### src/rtl/rank_pipe_pkg.sv
// Shared rank-pipeline constants and helpers used by the rank stages and the PIFO feeder.
package rank_pipe_pkg;

   localparam int unsigned DefRankWidth  = 16;
   localparam int unsigned DefMetaWidth  = 16;
   localparam int unsigned DefEntryWidth = DefRankWidth + DefMetaWidth;

   // Saturating add at 'width' bits (1..32); operands must already fit in 'width' bits.
   function automatic logic [31:0] sat_add(input logic [31:0] a, input logic [31:0] b,
                                           input int unsigned width);
      logic [32:0] sum;
      logic [31:0] all_ones;
      sum      = {1'b0, a} + {1'b0, b};
      all_ones = (width >= 32) ? 32'hFFFF_FFFF : ((32'd1 << width) - 32'd1);
      if ((sum >> width) != 33'd0) begin
         return all_ones;
      end
      return sum[31:0];
   endfunction

endpackage

### src/rtl/rank_feeder_skid.sv
// Two-entry circular buffer with 1-bit head/tail pointers, occupancy count and synchronous flush.
module rank_feeder_skid
   import rank_pipe_pkg::*;
#(
   parameter int unsigned WIDTH = DefEntryWidth
) (
   input  logic             clk,
   input  logic             rst,
   input  logic             push,
   input  logic [WIDTH-1:0] push_data,
   input  logic             pop,
   input  logic             flush,
   output logic [1:0]       count,
   output logic [WIDTH-1:0] head_data
);

   logic [WIDTH-1:0] mem_q [2];
   logic             wr_ptr_q;
   logic             rd_ptr_q;
   logic [1:0]       count_q;

   always_ff @(posedge clk or negedge rst) begin
      if (!rst) begin
         mem_q[0] <= '0;
         mem_q[1] <= '0;
         wr_ptr_q <= 1'b0;
         rd_ptr_q <= 1'b0;
         count_q  <= 2'd0;
      end else if (flush) begin
         wr_ptr_q <= 1'b0;
         rd_ptr_q <= 1'b0;
         count_q  <= 2'd0;
      end else begin
         if (push) begin
            mem_q[wr_ptr_q] <= push_data;
            wr_ptr_q        <= ~wr_ptr_q;
         end
         if (pop) begin
            rd_ptr_q <= ~rd_ptr_q;
         end
         count_q <= count_q + {1'b0, push} - {1'b0, pop};
      end
   end

   assign count     = count_q;
   assign head_data = mem_q[rd_ptr_q];

endmodule

### src/rtl/rank_pifo_feeder.sv
// Drains the rank stage's fallthrough head into the PIFO insert port through a 2-entry buffer.
// Define RANK_FEEDER_STATS_EN to build the pop/transfer/drop counters; otherwise stat_* read 0.
module rank_pifo_feeder
   import rank_pipe_pkg::*;
#(
   parameter int unsigned RANK_WIDTH  = DefRankWidth,
   parameter int unsigned META_WIDTH  = DefMetaWidth,
   parameter int unsigned RANK_OFFSET = 0
) (
   input  logic                  clk,
   input  logic                  rst,
   input  logic                  up_valid,
   input  logic [RANK_WIDTH-1:0] up_rank,
   input  logic [META_WIDTH-1:0] up_meta,
   output logic                  up_remove,
   output logic                  pifo_insert,
   output logic [RANK_WIDTH-1:0] pifo_rank,
   output logic [META_WIDTH-1:0] pifo_meta,
   input  logic                  pifo_ready,
   input  logic                  flush,
   output logic [1:0]            occupancy,
   output logic [31:0]           stat_in_cnt,
   output logic [31:0]           stat_out_cnt,
   output logic [31:0]           stat_drop_cnt
);

   localparam int unsigned EntryWidth = RANK_WIDTH + META_WIDTH;

   logic [1:0]            count;
   logic [EntryWidth-1:0] head;
   logic [RANK_WIDTH-1:0] off_rank;
   logic                  transfer;

   // Pop depends only on registered count, so PIFO backpressure never reaches the rank stage.
   assign up_remove   = rst & up_valid & ~flush & (count < 2'd2);
   assign pifo_insert = (count != 2'd0) & ~flush;
   assign transfer    = pifo_insert & pifo_ready;
   assign off_rank    = RANK_WIDTH'(sat_add(32'(up_rank), 32'(RANK_OFFSET), RANK_WIDTH));

   rank_feeder_skid #(
      .WIDTH(EntryWidth)
   ) u_skid (
      .clk      (clk),
      .rst      (rst),
      .push     (up_remove),
      .push_data({off_rank, up_meta}),
      .pop      (transfer),
      .flush    (flush),
      .count    (count),
      .head_data(head)
   );

   assign pifo_rank = head[EntryWidth-1 -: RANK_WIDTH];
   assign pifo_meta = head[META_WIDTH-1:0];
   assign occupancy = count;

`ifdef RANK_FEEDER_STATS_EN
   logic [31:0] in_cnt_q;
   logic [31:0] out_cnt_q;
   logic [31:0] drop_cnt_q;

   always_ff @(posedge clk or negedge rst) begin
      if (!rst) begin
         in_cnt_q   <= 32'd0;
         out_cnt_q  <= 32'd0;
         drop_cnt_q <= 32'd0;
      end else begin
         if (up_remove) begin
            in_cnt_q <= in_cnt_q + 32'd1;
         end
         if (transfer) begin
            out_cnt_q <= out_cnt_q + 32'd1;
         end
         if (flush) begin
            drop_cnt_q <= drop_cnt_q + 32'(count);
         end
      end
   end

   assign stat_in_cnt   = in_cnt_q;
   assign stat_out_cnt  = out_cnt_q;
   assign stat_drop_cnt = drop_cnt_q;
`else
   assign stat_in_cnt   = 32'd0;
   assign stat_out_cnt  = 32'd0;
   assign stat_drop_cnt = 32'd0;
`endif

endmodule

### config.mk
export PLATFORM = sky130hd
export DESIGN_NAME = rank_pifo_feeder
export DESIGN_NICKNAME = d
export VERILOG_FILES = /design/src/rtl/rank_pipe_pkg.sv /design/src/rtl/rank_feeder_skid.sv /design/src/rtl/rank_pifo_feeder.sv
export SDC_FILE = /design/constraint.sdc
export NUM_CORES = 1
export LEC_CHECK = 0
export CAP_MARGIN = 30
export CORE_MARGIN = 1.5
export CORE_UTILIZATION = 43
export DETAILED_ROUTE_END_ITERATION = 8
export PLACE_DENSITY_LB_ADDON = 0.05
export SLEW_MARGIN = 20
export SYNTH_ARGS = -nofsm -noshare
export SYNTH_HDL_FRONTEND = slang
export SYNTH_SLANG_ARGS = --single-unit
### constraint.sdc
create_clock -name clk -period 2 [get_ports clk]
set_input_delay 0.2 -clock clk [delete_from_list [all_inputs] [get_ports clk]]
set_output_delay 0.2 -clock clk [all_outputs]
set_load 0.05 [all_outputs]
==> flow_metrics.py, run 1 <==
metrics = {
    "synth": {
        "syn-cell-area_mm2": 0.00388,
        "ys_types": 24,
        "syn_area_per_cell_um2": 13.4,
        "synth-seq-cells": 68,
        "yosys_warnings": 0,
        "netlist_instances": 289,
        "seq_area_frac_synth": 0.438,
    },
    "detailed_routing": {
        "viasPerCell": 4.27,
        "first_pass_iters": 4,
        "ant_nets": 0,
        "wl_per_cell_um": 13.5,
        "drcViolationCount": 0,
        "first_iter_violations": 62,
        "drt_wl_total_um": 6560,
        "num_vias": 2070,
    },
    "floorplan": {
        "die_h_um": 98.0,
        "num_io_pins": 169,
        "coreArea_mm2": 0.00872,
        "die_w_um": 98.0,
        "initial_core_util": 0.445,
        "rows": 34,
        "design.die.area_mm2": 0.00961,
    },
    "clocking": {
        "postCtsSetupBuffers": 0,
        "clk_pin_slew_worst_paths_ps": 70,
        "htreeDepth": 3,
        "clock_latency_ps": 340,
        "cts_tree": "built",
        "cts_resized": 0,
        "cts.sinks": 68,
        "cts_inserted_buffers": 9,
        "cts.path.max_buffers": 2,
        "hold_buffers": 0,
        "root_buffer": "clkbuf_8",
    },
    "global_routing": {
        "grt_overflow": 0,
        "grt_max_degree": 69,
        "grt_pass1_vias": 2052,
        "grtUsageTotal": 0.139,
        "grt_pass1_wl_um": 10300,
        "met1_usage": 0.183,
        "antenna_found_initial": 0,
        "grt_use_met3": 0.0408,
        "gr-usage-met2": 0.211,
        "grt.busiest_layer": "met2",
    },
    "setup_path": {
        "cp_slowest_stage_delay_ps": 420,
        "crit_chain": "buf_4 -> mux2_2 -> buf_12",
        "cp-start-kind": "flop",
        "path_max_fanout": 25,
        "cp-end-kind": "output port",
        "cp.depth": 3,
        "critPathLaunch": "u_skid.rd_ptr_q$_DFFE_PN0P_",
        "crit_type": "flop to output port",
        "cp.required_ps": 1800,
        "rr_startpoint": "u_skid.count[1]$_DFF_PN0_",
        "crit_arrival_ps": 1610,
        "reg2regPathDepth": 6,
        "critical-path-top-delay-family": "buffers and inverters",
        "cp_num_buf_inv": 2,
        "crit_slowest_cell": "mux2_2",
    },
    "min_path": {
        "holdCritPathClass": "primary input to async pin",
    },
    "sta": {
        "fin_crit_ps": 1810,
        "skew_ps": 7.02,
        "drv_slew": 0,
        "slew_headroom": 0.668,
        "worst_pin_slew_ps": 497,
        "rsz0062_at_grt": "false",
        "setup_violations": 0,
        "hold_violations": 0,
        "max_freq_ghz": 0.551,
        "fin_crit_sh": 0.907,
        "finalSetupTns_ps": 0,
        "setup_ws_ps": 185,
    },
    "placement": {
        "gp_congestion": 0.746,
        "portBuffers": 72,
        "pre_cts_ws_ps": 45.0,
        "hpwl_um": 4520,
    },
    "power": {
        "peakVddDrop_mv": 0.599,
        "p_leak_uw": 0.00237,
        "power.density_mw_per_mm2": 1310,
    },
    "layout": {
        "layout_commonest_cell": "conb_1",
        "regArea_mm2": 0.00170,
        "utilization": 0.569,
        "multi_input_area_mm2": 0.00169,
        "final_cell_mix": "96 x conb_1, 68 x dfrtp_1, 65 x mux2_2, 37 x clkdlybuf4s50_1, 36 x buf_12",
        "filler_cell_count": 743,
        "antenna_cells": 0,
        "nets": 411,
        "syn2layout_area_growth_pct": 27.8,
        "drive_gt1_frac": 0.427,
    },
    "status": {
        "status": "finished clean",
    },
    "run": {
        "max-cap-violations": 0,
    },
}
## synth_stat cells
| cell | number | area [um^2] |
|---|---|---|
| buf_4 | 96 | 721 |
| dfrtp_1 | 68 | 1700 |
| mux2_2 | 65 | 732 |
| mux2_4 | 29 | 435 |
| buf_6 | 4 | 45.0 |
| buf_12 | 3 | 60.1 |
| buf_2 | 3 | 15.0 |
| mux2_1 | 3 | 33.8 |
| ha_1 | 2 | 25.0 |
| inv_1 | 2 | 7.51 |
| a21oi_1 | 1 | 5.00 |
| and2_1 | 1 | 6.26 |
| and2b_1 | 1 | 7.51 |
| and4bb_4 | 1 | 16.3 |
| clkbuf_1 | 1 | 3.75 |
| conb_1 | 1 | 3.75 |
| nand2_2 | 1 | 6.26 |
| nor2_1 | 1 | 3.75 |
| nor2b_4 | 1 | 13.8 |
| nor3b_1 | 1 | 7.51 |
| o21ba_2 | 1 | 10.0 |
| or2_2 | 1 | 6.26 |
| xnor2_1 | 1 | 8.76 |
| xor2_1 | 1 | 8.76 |
## stage by stage
stage / cells / hold WS (ps) / total power [uW] / instance area (um^2)
2_1_floorplan: 384 / -95.6 / 4080 / 4240
3_3_place_gp: 467 / 471 / 5150 / 4690
3_5_place_dp: 467 / 479 / 5180 / 4690
4_1_cts: 483 / 132 / 6560 / 4930
5_1_grt: 485 / 376 / 6770 / 4960
6_report: 485 / 349 / 6500 / 4960
## power by group
part	switching [uW]	leakage, uW	internal (uW)
clock network	525	0.000115	823
registers	197	0.000838	1770
logic	1690	0.00142	1490
total	2410	0.00237	4090
## per-layer routing
layer  vias up  share of wire
li1        939              -
met3        12          0.069
met1      1024           0.44
met4         0          0.018
met2        95           0.48
met5         -              0
## tightest hold or removal path, cell delays in order
cell and delay (ps):
dlygate4sd3_1 520, buf_2 120, buf_4 210
## state kept, by name, indices dropped and copies added (netlist names)
name             count
u_skid.wr_ptr_q      1
u_skid.count         2
u_skid.mem_q        64
u_skid.rd_ptr_q      1
## cell type report
cell class,instances,area share
clock buffers,9,0.0250
clock inverters,7,0.0232
well taps,108,0.0272
flip-flops and latches,68,0.343
inverters,2,0.00151
multi-input cells,207,0.340
repair buffers,84,0.240
## final timing paths
path                       slack [ps]                      endpoint
min                               350  u_skid.mem_q[56]$_DFFE_PN0P_
min reg2reg                       500  u_skid.mem_q[21]$_DFFE_PN0P_
max                               190                  pifo_rank[7]
max reg2reg                       350     u_skid.count[0]$_DFF_PN0_
max in group asynchronous        1140     u_skid.count[0]$_DFF_PN0_
min in group clk                  490  u_skid.mem_q[21]$_DFFE_PN0P_
## logic make-up after synthesis
kind of cell | synth area share
other | 0.000966
XOR/XNOR | 0.00451
AO/OA/AOI/OAI | 0.00386
multiplexers | 0.309
adder cells (fa/ha/maj) | 0.00644
flip-flops | 0.438
buffers and inverters | 0.219
AND/OR/NAND/NOR | 0.0174
Note: power is estimated with default switching activity, not from simulation.
==> run 2, diff against run 1 <==
Settings changed: ABC_AREA set to 1.
==> run 2 against run 1 <==
  * Final area decreased by 1.4%
  * Maximum frequency decreased by 0.47%
  * Cell count increased by 23%
  * Critical path depth decreased by 2
  * Combinational power decreased by 14%
  * Worst setup slack got worse by 8.5 ps
  * Power decreased by 5.8%
  * First-iteration DRC count increased by 73%
  * Largest power group unchanged
==> flow_metrics.py, run 2 <==
metrics = {
    "global_routing": {
        "grt_max_degree": 69,
        "grt_pass1_vias": 2332,
        "grt_overflow": 0,
        "grtUsageTotal": 0.148,
        "antenna_found_initial": 0,
        "grt_pass1_wl_um": 11200,
    },
    "clocking": {
        "root_buffer": "clkbuf_8",
        "clock_latency_ps": 340,
        "htreeDepth": 3,
        "clk_pin_slew_worst_paths_ps": 70,
        "cts_inserted_buffers": 9,
        "cts_tree": "built",
        "cts.path.max_buffers": 2,
        "postCtsSetupBuffers": 0,
        "cts_resized": 0,
        "cts.sinks": 68,
        "hold_buffers": 0,
    },
    "placement": {
        "hpwl_um": 4810,
        "portBuffers": 72,
        "post_dp_cell_area_mm2": 0.00463,
        "place_inst": 580,
        "gp_congestion": 0.682,
        "pre_cts_ws_ps": 293,
    },
    "sta": {
        "rsz0062_at_grt": "false",
        "fin_crit_ps": 1820,
        "setup_ws_ps": 177,
        "hold_slack_ps": 96.1,
        "worst_pin_slew_ps": 849,
        "skew_ps": 5.99,
        "hold_violations": 0,
        "slew_headroom": 0.434,
        "drv_slew": 0,
        "finalSetupTns_ps": 0,
        "max_freq_ghz": 0.548,
        "fin_crit_sh": 0.912,
        "setup_violations": 0,
    },
    "layout": {
        "nets": 522,
        "regMostFlops": "u_skid.mem_q",
        "regArea_mm2": 0.00170,
        "largest_reg_flops": 64,
        "final_cells": 596,
        "final_cell_mix": "96 x conb_1, 76 x nand2_1, 68 x dfrtp_1, 42 x inv_1, 41 x o21ai_1",
        "drive_gt1_frac": 0.242,
        "multi_input_area_mm2": 0.00151,
        "syn2layout_area_growth_pct": 26.8,
        "fin_area_mm2": 0.00489,
        "filler_cell_count": 821,
        "antenna_cells": 0,
        "layout_commonest_cell": "conb_1",
    },
    "detailed_routing": {
        "viasPerCell": 4.17,
        "drt_wl_total_um": 6730,
        "ant_nets": 0,
        "wl_per_cell_um": 11.3,
        "first_iter_violations": 107,
        "num_vias": 2485,
        "drcViolationCount": 0,
        "first_pass_iters": 4,
    },
    "setup_path": {
        "cp_num_buf_inv": 1,
        "path_max_fanout": 4,
        "crit_chain": "clkdlybuf4s50_1",
        "cp-end-kind": "output port",
        "cp_slowest_stage_delay_ps": 840,
        "crit_type": "flop to output port",
        "crit_arrival_ps": 1620,
        "critical-path-top-delay-family": "buffers and inverters",
        "crit_slowest_cell": "clkdlybuf4s50_1",
        "cp-start-kind": "flop",
        "cp.required_ps": 1800,
    },
    "synth": {
        "synth-edff-count": 0,
        "syn_area_per_cell_um2": 9.43,
        "seq_area_frac_synth": 0.441,
        "ys_types": 19,
        "yosysTopAreaCellShare": 0.441,
        "netlist_instances": 409,
        "synth_flop_cell": "dfrtp_1",
        "yosysMostFrequentCell": "buf_4",
        "synth_area_leaders": "dfrtp_1 44%, buf_4 19%, mux2_2 9.3%, nand2_1 7.4%, o21ai_1 5.3%",
        "yosys_warnings": 0,
        "synth-seq-cells": 68,
        "synth_common_cells": "96 x buf_4, 76 x nand2_1, 68 x dfrtp_1",
        "async_reset_ff_frac": 1.00,
        "synth_top_area_cell": "dfrtp_1",
        "syn-cell-area_mm2": 0.00386,
    },
    "min_path": {
        "holdCritPathClass": "primary input to async pin",
    },
    "run": {
        "max-cap-violations": 0,
    },
    "power": {
        "power.density_mw_per_mm2": 1250,
        "peakVddDrop_mv": 0.669,
        "p_leak_uw": 0.00251,
    },
    "floorplan": {
        "num_io_pins": 169,
        "design.die.area_mm2": 0.00955,
        "coreArea_mm2": 0.00872,
        "rows": 34,
        "die_h_um": 97.7,
        "die_w_um": 97.7,
        "initial_core_util": 0.442,
    },
    "status": {
        "status": "finished clean",
    },
}
run 2: cell types whose count changed after synthesis, sizes merged, moves of 3 or more:
| cell | previous run | this run |
|---|---|---|
| mux2 | 97 | 32 |
| o21ai | 0 | 64 |
| inv | 2 | 43 |
| nand3 | 0 | 4 |
| nand2 | 1 | 76 |
| buf | 106 | 113 |
| nor2 | 1 | 4 |
run 2: path summary, 6_finish.rpt:
check | startpoint | endpoint | slack (ps) | depth (start not counted)
worst max-delay path | u_skid.count[1]$_DFF_PN0_ | occupancy[1] | 180 | 1
max in group asynchronous | rst | u_skid.mem_q[16]$_DFFE_PN0P_ | 1340 | 2
min in group clk | rst | u_skid.wr_ptr_q$_DFFE_PN0P_ | 350 | 6
worst max register to register | u_skid.count[1]$_DFF_PN0_ | u_skid.count[0]$_DFF_PN0_ | 460 | 9
worst min register to register | u_skid.mem_q[48]$_DFFE_PN0P_ | u_skid.mem_q[48]$_DFFE_PN0P_ | 480 | 2
worst min-delay path | rst | u_skid.mem_q[53]$_DFFE_PN0P_ | 100 | 2
run 2: cell families (layout without fill, tap and decap cells):
| family | after synthesis | after routing | share of synthesized area |
|---|---|---|---|
| other | 1 | 96 | 0.000972 |
| AO/OA/AOI/OAI | 65 | 65 | 0.107 |
| buffers and inverters | 156 | 140 | 0.260 |
| adder cells (fa/ha/maj) | 2 | 2 | 0.00648 |
| multiplexers | 32 | 32 | 0.0934 |
| AND/OR/NAND/NOR | 85 | 85 | 0.0911 |
| flip-flops | 68 | 68 | 0.441 |
run 2: layer usage:
layer,vias up,share of wire,global-route usage
li1,1243,-,-
met1,1138,0.44,0.201
met2,97,0.48,0.222
met3,7,0.067,0.0587
met4,0,0.010,0.0396
met5,-,0,0
run 2: final cells by class:
cell class,instances,area share
clock inverters,6,0.0279
inverters,43,0.0330
flip-flops and latches,68,0.348
repair buffers,81,0.230
well taps,108,0.0276
multi-input cells,280,0.308
clock buffers,10,0.0261
run 2: power breakdown:
part	internal, uW	switching, uW	total (uW)
Sequential	1730	178	1910
Clock	957	526	1480
Combinational	1120	1610	2730
Total	3810	2310	6120
run 2: per-stage QoR:
step | util | total power (uW)
global route | 0.561 | 6440
finish | 0.561 | 6120
global placement | 0.531 | 4650
detailed placement | 0.531 | 4690
floorplan | - | 3780
CTS | 0.561 | 6190
==> run 3, diff against run 2 <==
--- a/config.mk
+++ b/config.mk
@@ -10,3 +10,3 @@
 export CORE_MARGIN = 1.5
-export CORE_UTILIZATION = 43
+export CORE_UTILIZATION = 39
 export DETAILED_ROUTE_END_ITERATION = 8
==> constraint.sdc (replaced) <==
create_clock -name clk -period 1.47 [get_ports clk]
set_input_delay 0.294 -clock clk [delete_from_list [all_inputs] [get_ports clk]]
set_output_delay 0.294 -clock clk [all_outputs]
set_load 0.05 [all_outputs]
==> run 3 against run 2 <==
  * The run now ends with negative setup slack left
  * Core utilization is 1.9 points lower
  * Critical path depth grew 2
  * Global-route usage is 0.18 points higher
  * Count of clock-buffer cells in the layout increased by 1
  * Sequential power increased by 37%
  * Cell count grew 6.0%
  * Clock skew is 1.4 ps higher
  * Wire length up 6.1%
  * Combinational power is 47% higher
  * Worst setup slack worse by 460 ps
  * Clock power rose by 14%
==> flow_metrics.py, run 3 (synthesis results as in run 2) <==
metrics = {
    "layout": {
        "syn2layout_area_growth_pct": 36.0,
        "nets": 533,
        "largest_reg_flops": 64,
        "layout_commonest_cell": "conb_1",
        "final_cell_mix": "96 x conb_1, 73 x nand2_1, 65 x dfrtp_1, 41 x o21ai_1, 41 x buf_12",
        "drive_gt1_frac": 0.297,
        "antenna_cells": 0,
        "regMostFlops": "u_skid.mem_q",
        "utilization": 0.542,
        "filler_cell_count": 907,
        "fin_area_mm2": 0.00525,
    },
    "detailed_routing": {
        "ant_nets": 0,
        "drcViolationCount": 0,
        "drt_wl_total_um": 7140,
        "first_pass_iters": 4,
        "viasPerCell": 3.98,
        "num_vias": 2516,
        "wl_per_cell_um": 11.3,
        "first_iter_violations": 81,
    },
    "clocking": {
        "clk_pin_slew_worst_paths_ps": 70,
        "cts.path.max_buffers": 2,
        "root_buffer": "clkbuf_8",
        "clock_latency_ps": 340,
        "htreeDepth": 3,
        "cts.sinks": 68,
        "cts_tree": "built",
        "cts_inserted_buffers": 9,
    },
    "status": {
        "status": "finished with violations",
        "failed_checks": "negative setup slack",
    },
    "sta": {
        "setup_ws_ps": -281,
        "setup_violations": 33,
        "rsz0062_at_grt": "true",
        "skew_ps": 7.41,
        "fin_crit_ps": 1750,
        "hold_violations": 0,
        "max_freq_ghz": 0.571,
        "hold_slack_ps": 9.31,
        "fin_crit_sh": 1.19,
        "drv_slew": 0,
    },
    "floorplan": {
        "rows": 36,
        "initial_core_util": 0.398,
        "coreArea_mm2": 0.00968,
        "die_h_um": 102,
        "num_io_pins": 169,
        "design.die.area_mm2": 0.0105,
        "die_w_um": 102,
    },
    "power": {
        "power.density_mw_per_mm2": 1590,
        "peakVddDrop_mv": 0.865,
        "power_uw": 8330,
        "p_leak_uw": 0.00266,
    },
    "placement": {
        "hpwl_um": 4770,
        "portBuffers": 72,
        "post_dp_cell_area_mm2": 0.00485,
        "gp_congestion": 0.725,
    },
    "setup_path": {
        "crit_arrival_ps": 1460,
        "cp-start-kind": "flop",
        "path_max_fanout": 19,
        "crit_type": "flop to output port",
        "crit_chain": "buf_12 -> mux2_4 -> buf_12",
        "critical-path-top-delay-family": "flip-flops",
        "cp.required_ps": 1180,
        "cp-end-kind": "output port",
        "crit_slowest_cell": "dfrtp_2",
        "cp_slowest_stage_delay_ps": 410,
        "cp_num_buf_inv": 2,
        "crit_top_cell": "buf_12",
    },
    "global_routing": {
        "grt_overflow": 0,
        "grt_max_degree": 69,
        "grt_pass1_vias": 2432,
        "grt_pass1_wl_um": 11900,
        "grtUsageTotal": 0.150,
        "antenna_found_initial": 0,
    },
    "run": {
        "max-cap-violations": 0,
    },
    "min_path": {
        "holdCritPathClass": "primary input to async pin",
    },
}
run 3: final cells by class:
cell class                 instances  area [um^2]  area share
clock buffer                      11          141      0.0269
clock inverter                     5         75.1      0.0143
inverter                          43          173      0.0329
multi-input combinational        280         1690       0.323
sequential                        68         1710       0.325
tap                              133          166      0.0317
timing repair buffer              92         1290       0.247
run 3: report_power, final:
group	leakage [uW]	switching [uW]	internal [uW]	total, uW
clock network	0.000113	697	994	1690
registers	0.000861	266	2360	2620
logic	0.00168	2250	1760	4010
total	0.00266	3210	5110	8330
run 3: per-layer routing:
layer / GRT usage / part of all wire / routed length [um]
met2: 0.222 / 0.46 / 3300
met4: 0.0411 / 0.0094 / 67
met5: 0 / 0 / 0
met1: 0.207 / 0.47 / 3340
met3: 0.0554 / 0.060 / 426
run 3: worst reg2reg max path, delay by kind of cell (launching register included):
family	cells	cell delay (ps)
flops	1	460
fa+ha+maj	2	510
buf+inv	4	210
simple gates	3	220
run 3: repair_timing:
action	4_1_cts	5_1_grt
pin swaps	2	7
setup buffers	4	0
cloned	1	0
gates resized for setup	21	27
hold buffers	0	0
endpoints found under the setup margin	34	36
run 3: through the flow:
step / std cells / setup TNS (ps) / setup WS, ps
2_1_floorplan: 504 / -57.5 / -44.1
3_3_place_gp: 613 / -9830 / -325
3_5_place_dp: 613 / -11150 / -358
4_1_cts: 634 / -10210 / -366
5_1_grt: 632 / -10470 / -349
6_report: 632 / -8220 / -281
run 3: worst paths after layout:
kind,startpoint,end,slack (ps),depth (start not counted)
setup / recovery,u_skid.rd_ptr_q$_DFFE_PN0P_,pifo_rank[4],-280,3
hold / removal,rst,u_skid.mem_q[50]$_DFFE_PN0P_,9,2
setup reg to reg,u_skid.count[1]$_DFF_PN0_,u_skid.count[0]$_DFF_PN0_,10,9
hold reg to reg,u_skid.mem_q[32]$_DFFE_PN0P_,u_skid.mem_q[32]$_DFFE_PN0P_,480,2
max in group asynchronous,rst,u_skid.count[1]$_DFF_PN0_,1150,2
min in group clk,flush,u_skid.count[0]$_DFF_PN0_,340,2
